`src/rtl/dw_weight_fetch.sv`:
```
// Weight-SRAM read sequencer for the depthwise kernel buffer: one KSIZE*KSIZE word
// kernel per block request. Optional macro DWF_PREFETCH_EN adds a one-entry pending blk_req.
module dw_weight_fetch #(
  parameter int DW     = 32,
  parameter int AW     = 16,
  parameter int CW     = 10,
  parameter int KSIZE  = 3,
  parameter int RD_LAT = 1
) (
  input  logic          clk,
  input  logic          rst,
  input  logic          dw_comp,
  input  logic          start,
  input  logic [AW-1:0] i_base_addr,
  input  logic [CW-1:0] i_ch_num,
  input  logic          blk_req,
  output logic          mem_ren,
  output logic [AW-1:0] mem_raddr,
  input  logic [DW-1:0] mem_rdata,
  output logic [DW-1:0] rdata,
  output logic          rvalid,
  output logic          blkend,
  output logic          busy,
  output logic          done,
  output logic [2:0]    o_dbg_state
);
  localparam int KWORDS = KSIZE * KSIZE;
  localparam int WCW    = $clog2(KWORDS + 1);

  typedef enum logic [2:0] {
    S_IDLE     = 3'd0,
    S_WAIT_REQ = 3'd1,
    S_FETCH    = 3'd2,
    S_DRAIN    = 3'd3,
    S_DONE     = 3'd4
  } state_t;

  state_t r_state, w_next;
  logic [AW-1:0]     r_addr;
  logic [CW-1:0]     r_remain;
  logic [WCW-1:0]    r_wcnt;
  logic [RD_LAT-1:0] r_vld_pipe, r_last_pipe;
  logic [DW-1:0]     r_rdata;
  logic              r_rvalid, r_blkend;
  logic              w_issue, w_last_issue, w_drain_exit, w_pend;

  // Handshake: mem_ren is the read strobe; rvalid/blkend are single-cycle
  // qualifiers on rdata with no backpressure; blk_req and start are pulses.
  assign w_issue      = (r_state == S_FETCH) && dw_comp;
  assign w_last_issue = w_issue && (r_wcnt == WCW'(KWORDS - 1));
  assign w_drain_exit = (r_state == S_DRAIN) && r_blkend;

`ifdef DWF_PREFETCH_EN
  logic r_pend;
  assign w_pend = r_pend | blk_req;

  always_ff @(posedge clk) begin
    if (rst || r_state == S_IDLE) begin
      r_pend <= 1'b0;
    end else if (w_drain_exit && r_remain != CW'(1) && w_pend) begin
      r_pend <= 1'b0;
    end else if ((r_state == S_FETCH || r_state == S_DRAIN) && blk_req) begin
      r_pend <= 1'b1;
    end
  end
`else
  assign w_pend = 1'b0;
`endif

  always_comb begin
    w_next = r_state;
    case (r_state)
      S_IDLE:     if (start) w_next = (i_ch_num == '0) ? S_DONE : S_WAIT_REQ;
      S_WAIT_REQ: if (blk_req) w_next = S_FETCH;
      S_FETCH:    if (w_last_issue) w_next = S_DRAIN;
      S_DRAIN: begin
        if (r_blkend) begin
          if (r_remain == CW'(1)) w_next = S_DONE;
          else if (w_pend)        w_next = S_FETCH;
          else                    w_next = S_WAIT_REQ;
        end
      end
      S_DONE:     w_next = S_IDLE;
      default:    w_next = S_IDLE;
    endcase
  end

  // Word counter idles at zero so every entry into FETCH starts a fresh kernel.
  always_ff @(posedge clk) begin
    if (rst) begin
      r_state  <= S_IDLE;
      r_addr   <= '0;
      r_remain <= '0;
      r_wcnt   <= '0;
    end else begin
      r_state <= w_next;
      if (r_state == S_IDLE && start) begin
        r_addr   <= i_base_addr;
        r_remain <= i_ch_num;
      end else begin
        if (w_issue)      r_addr   <= r_addr + AW'(1);
        if (w_drain_exit) r_remain <= r_remain - CW'(1);
      end
      if (r_state != S_FETCH) r_wcnt <= '0;
      else if (w_issue)       r_wcnt <= r_wcnt + WCW'(1);
    end
  end

  // Tags travel alongside the SRAM access so data is captured exactly when valid.
  always_ff @(posedge clk) begin
    if (rst) begin
      r_vld_pipe  <= '0;
      r_last_pipe <= '0;
      r_rdata     <= '0;
      r_rvalid    <= 1'b0;
      r_blkend    <= 1'b0;
    end else begin
      r_vld_pipe[0]  <= w_issue;
      r_last_pipe[0] <= w_last_issue;
      for (int i = 1; i < RD_LAT; i++) begin
        r_vld_pipe[i]  <= r_vld_pipe[i-1];
        r_last_pipe[i] <= r_last_pipe[i-1];
      end
      r_rvalid <= r_vld_pipe[RD_LAT-1];
      r_blkend <= r_vld_pipe[RD_LAT-1] & r_last_pipe[RD_LAT-1];
      if (r_vld_pipe[RD_LAT-1]) r_rdata <= mem_rdata;
    end
  end

  assign mem_ren     = w_issue;
  assign mem_raddr   = r_addr;
  assign rdata       = r_rdata;
  assign rvalid      = r_rvalid;
  assign blkend      = r_blkend;
  assign busy        = (r_state != S_IDLE);
  assign done        = (r_state == S_DONE);
  assign o_dbg_state = r_state;
endmodule

```
`config.mk`:
```
export PLATFORM = sky130hd
export DESIGN_NAME = dw_weight_fetch
export DESIGN_NICKNAME = d
export VERILOG_FILES = /design/src/rtl/dw_weight_fetch.sv
export SDC_FILE = /design/constraint.sdc
export NUM_CORES = 1
export LEC_CHECK = 0
export BUFFER_PORTS_ARGS = -buffer_cell sky130_fd_sc_hd__buf_2
export CORE_UTILIZATION = 53
export CTS_CLUSTER_DIAMETER = 40
export DETAILED_ROUTE_END_ITERATION = 6
export GPL_TIMING_DRIVEN = 0
export PLACE_DENSITY_LB_ADDON = 0.3
export SYNTH_ARGS = -nofsm -noshare
export SYNTH_HDL_FRONTEND = slang
export SYNTH_SLANG_ARGS = --single-unit
```
`constraint.sdc`:
```
create_clock -name clk -period 3.1 [get_ports clk]
set_input_delay 0.62 -clock clk [delete_from_list [all_inputs] [get_ports clk]]
set_output_delay 0.62 -clock clk [all_outputs]
set_load 0.02 [all_outputs]
```
# After elaboration in Yosys (flattened, before gate mapping)
# Cells that the tools add are included.
# totals
input_bits	63
ff_bits	69
# op_classes
n_reduce_logical	11
n_bitwise	1
muxes	11
add_sub_neg	3
eq_ne	11
# ops
operator	count
$mux 16	2
$mux 10	2
$mux 3	6
$add 16x1->16 const B	1
$pmux 3 s4	1
$eq 10x1->1 const B	1
$logic_not 10->1	1
$sub 10x1->10 const B	1
$ne 2x2->1 const B	4
$eq 3x2->1 const B	2
$add 4x1->4 const B	1
$eq 4x4->1 const B	1
$logic_and 1x1->1	4
$reduce_and 4->1	1
$reduce_bool 2->1	2
$eq 3x1->1 const B	1
$eq 3x3->1 const B	1
$logic_not 3->1	1
$ne 3x2->1 const B	1
$reduce_bool 3->1	1
$reduce_or 2->1	1
$and 1x1->1	1

# Longest topological paths before layout
# depth
ltp_word	5
depth_mapped	6
depth_no_buf	6

# Least setup slack after synthesis
# OpenSTA, ideal clock, no wires.
# synth_timing
path_type	input to register
start	input i_ch_num[6]
end	register r_state[0], in the netlist o_dbg_state[0]
arrival_ns	1.817
setup_time_ns	0.134
n_path_buf	0
setup_slack_ns	1.149
path_stages	4
path_cell_list	or4_1 -> o41a_1 -> a311oi_1 -> nor3_1
# synth_between
elab_chain_cells	4
# synth_lines
item	line_no	text
from (decl)	15	input logic [CW-1:0] i_ch_num,
$logic_not 10->1	73	S_IDLE: if (start) w_next = (i_ch_num == '0) ? S_DONE : S_WAIT_REQ;
$mux 3 (2 in series)	73	
$pmux 3 s4	72	case (r_state)
to (signal assigned)	96	r_state <= w_next;
to (decl)	38	state_t r_state, w_next;
# Every way passes these cells. The select of a mux whose other input is x is not followed.
# A chain may end at the register's enable or synchronous reset.

# Worst setup path after layout
# layout_timing
start	register r_state[1], in the netlist o_dbg_state[1]
end	output mem_ren
# layout_between
elab_chain_cells	2
# layout_lines
item	line_no	text
$eq 3x2->1	49	assign w_issue = (r_state == S_FETCH) && dw_comp;
$logic_and 1x1->1	49	
to (decl)	17	output logic mem_ren,
# Every way passes these cells.

==> flow_metrics.tcl <==
set metrics [dict create \
    diodes 0 \
    cp_max_fo 10 \
    synth_area_per_cell_um2 9.16 \
    fin_crit_sh_pct 73.5 \
    clkTransAtPathRegs_ns 0.07 \
    critPathKind "reg -> out" \
    dr_total_vias 3046 \
    layout-drive-gt1-share_pct 32.2 \
    fin_setup_tns_ns 0 \
    cts_buffers 9 \
    die_y_um 79.2 \
    fmax_ghz 0.439 \
    drcViolationCount 0 \
    grt_overflow 0 \
    hold_viol_final 0 \
    synthDistinctLibCells 56 \
    synth_top_area_share_pct 43.7 \
    grt_pass1_wl_um 13400 \
    synthArstFlopShare_pct 0 \
    fp.coreArea_mm2 0.00564 \
    yosys_warnings 0 \
    endpoint_kind "output pin" \
    cts_max_level 3 \
    routedWlPerCell_um 14.8 \
    routed_wirelength_um 8110 \
    whs_ns 0.452 \
    status "complete, no violations" \
    worstHoldPathType "reg -> reg" \
    synth_area_mm2 0.00316 \
    antenna_left 0 \
    final.setup_skew_ns 0.00738 \
    start_util_pct 56.0 \
    clockBufferDepth 2 \
    power.total_mw 2.22 \
    grt_use_total_pct 27.4 \
    synthCells 345 \
    root_buffer "clkbuf_8" \
    drt-initial-drc-count 161 \
    max_cap_viol_count 0 \
    firstDrtPassIters 4 \
    timing.final.ws_setup_ns 0.823 \
    utilization_pct 72.1 \
    yosysSeqAreaShare_pct 43.7 \
    dieArea_mm2 0.00628 \
    insertion_delay_ns 0.34 \
    synthesis.nets 413 \
    synth_most_common_cell "dfxtp_1" \
    num_rows 27 \
    detail_route.vias_per_cell 5.54 \
    synth.area.top_cells "dfxtp_1 (44%), mux2i_1 (11%), nor2_1 (7.1%)" \
    pre_cts_ws_ns 0.871 \
    cts_setup_buffers 0 \
    post_cts_resized 0 \
    layout.nets 542 \
    synth_top_cell_by_area "dfxtp_1" \
    port_buffers 118 \
    rsz0062_at_grt "no" \
    max-vdd-ir-drop_uv 304 \
    grt_pass1_vias 2954 \
    setup_viol 0 \
    power.leakage_nw 1.73 \
    ctsHoldBuffers 0 \
    io_pins 119 \
    ys.flop_type "dfxtp_1" \
    ys_ff_latch 69 \
    cts_tree "yes" \
    synth_edf_count 0 \
    antenna_found_initial 0 \
    arrival_ns 1.66 \
    post-route-min-period_ns 2.28 \
    syn2layout_area_growth_pct 28.7 \
    place.gp.congestion 0.875 \
    tightest_slew_ns 0.696 \
    dp_hpwl_um 5820 \
    die_w_um 79.2 \
    slew_viol_final 0 \
    clock_sinks 69 \
    grt_max_degree 12 \
    yosys-top-cells-count "dfxtp_1 (69), nor2_1 (60), mux2i_1 (35), nand2_1 (15), clkbuf_1 (11)" \
    max_slew_margin_pct 53.6 \
    power_density_mw_per_mm2 546 \
    worst_setup_path_start_kind "flip-flop" \
    critPathRequiredTime_ns 2.48 \
]
-- path summary, 6_finish.rpt --
kind / endpoint / startpoint / cells past startpoint / slack, ns
worst max register to register: mem_raddr[12]$_SDFFE_PP0P_ / o_dbg_state[2]$_SDFFE_PP0P_ / 5 / 1.31
worst max-delay path: mem_ren / o_dbg_state[1]$_SDFFE_PP0P_ / 4 / 0.82
worst min-delay path: blkend$_SDFF_PP0_ / r_last_pipe$_SDFF_PP0_ / 1 / 0.45
worst min register to register: blkend$_SDFF_PP0_ / r_last_pipe$_SDFF_PP0_ / 1 / 0.45
-- layout by cell type, fill, tap and decap left out, drive strengths merged, types with 2 or more instances in the layout --
cell type	n
xor2	6
a311oi	5
and4b	2
a211oi	6
o211ai	4
bufinv	3
nand4	8
mux2	3
ha	5
mux2i	35
nand3	12
dfxtp	69
clkbuf	21
nor2b	4
or4	7
clkinv	2
and2	2
a31oi	7
or3	7
nor4	2
nand4b	3
inv	8
nor3b	3
o21ai	5
o311ai	2
a221oi	2
nand2	16
nor3	6
o31ai	4
or2	4
nor2	60
a21oi	9
and3	2
buf	131
-- critical path, cell delays in order, from the launching register on --
cell and delay, ns:
dfxtp_1 0.46, and4bb_1 0.24, buf_4 0.18, buf_2 0.24
buf_2 0.20
-- per-layer routing --
layer / up-vias / GRT usage (%) / part of all wire [%]
met4: 0 / 10.9 / 1.7
li1: 1499 / - / -
met3: 13 / 6.90 / 6.4
met1: 1428 / 35.6 / 44
met2: 106 / 43.3 / 48
met5: - / 0 / 0
-- state kept, by name (all words and copies together), names as in the netlist --
register     count
rdata           32
mem_raddr       16
r_remain        10
r_wcnt           4
o_dbg_state      3
blkend           1
r_last_pipe      1
r_vld_pipe       1
rvalid           1
-- cell families after synthesis --
group                    after synthesis  share of synthesized area, %
multiplexers                          38                          12.2
AO/OA/AOI/OAI                         50                          11.4
XOR/XNOR                               7                          1.94
adder cells (fa/ha/maj)                5                          1.98
AND/OR/NAND/NOR                      144                          24.2
buffers and inverters                 32                          4.59
flip-flops                            69                          43.7
-- cell type report --
| type | instances | area (µm²) |
|---|---|---|
| Inverter | 8 | 30.0 |
| Fill cell | 451 | 1570 |
| Timing Repair Buffer | 118 | 591 |
| Buffer | 24 | 115 |
| Sequential cell | 69 | 1380 |
| Multi-Input combinational cell | 244 | 1630 |
| Clock buffer | 10 | 128 |
| Clock inverter | 5 | 100 |
| Tap cell | 72 | 90.1 |
-- through the flow --
stage / cells / area [µm²]
floorplan: 345 / 3160
global placement: 535 / 3840
detailed placement: 535 / 3840
CTS: 550 / 4070
global route: 550 / 4070
finish: 550 / 4070
-- report_power, final --
group / switching [mW] / internal (mW) / leakage [nW]
Clock: 0.334 / 0.528 / 0.116
Combinational: 0.221 / 0.152 / 1.05
Sequential: 0.0519 / 0.935 / 0.562
Total: 0.607 / 1.61 / 1.73
Note: power is estimated with default switching activity, not from simulation.
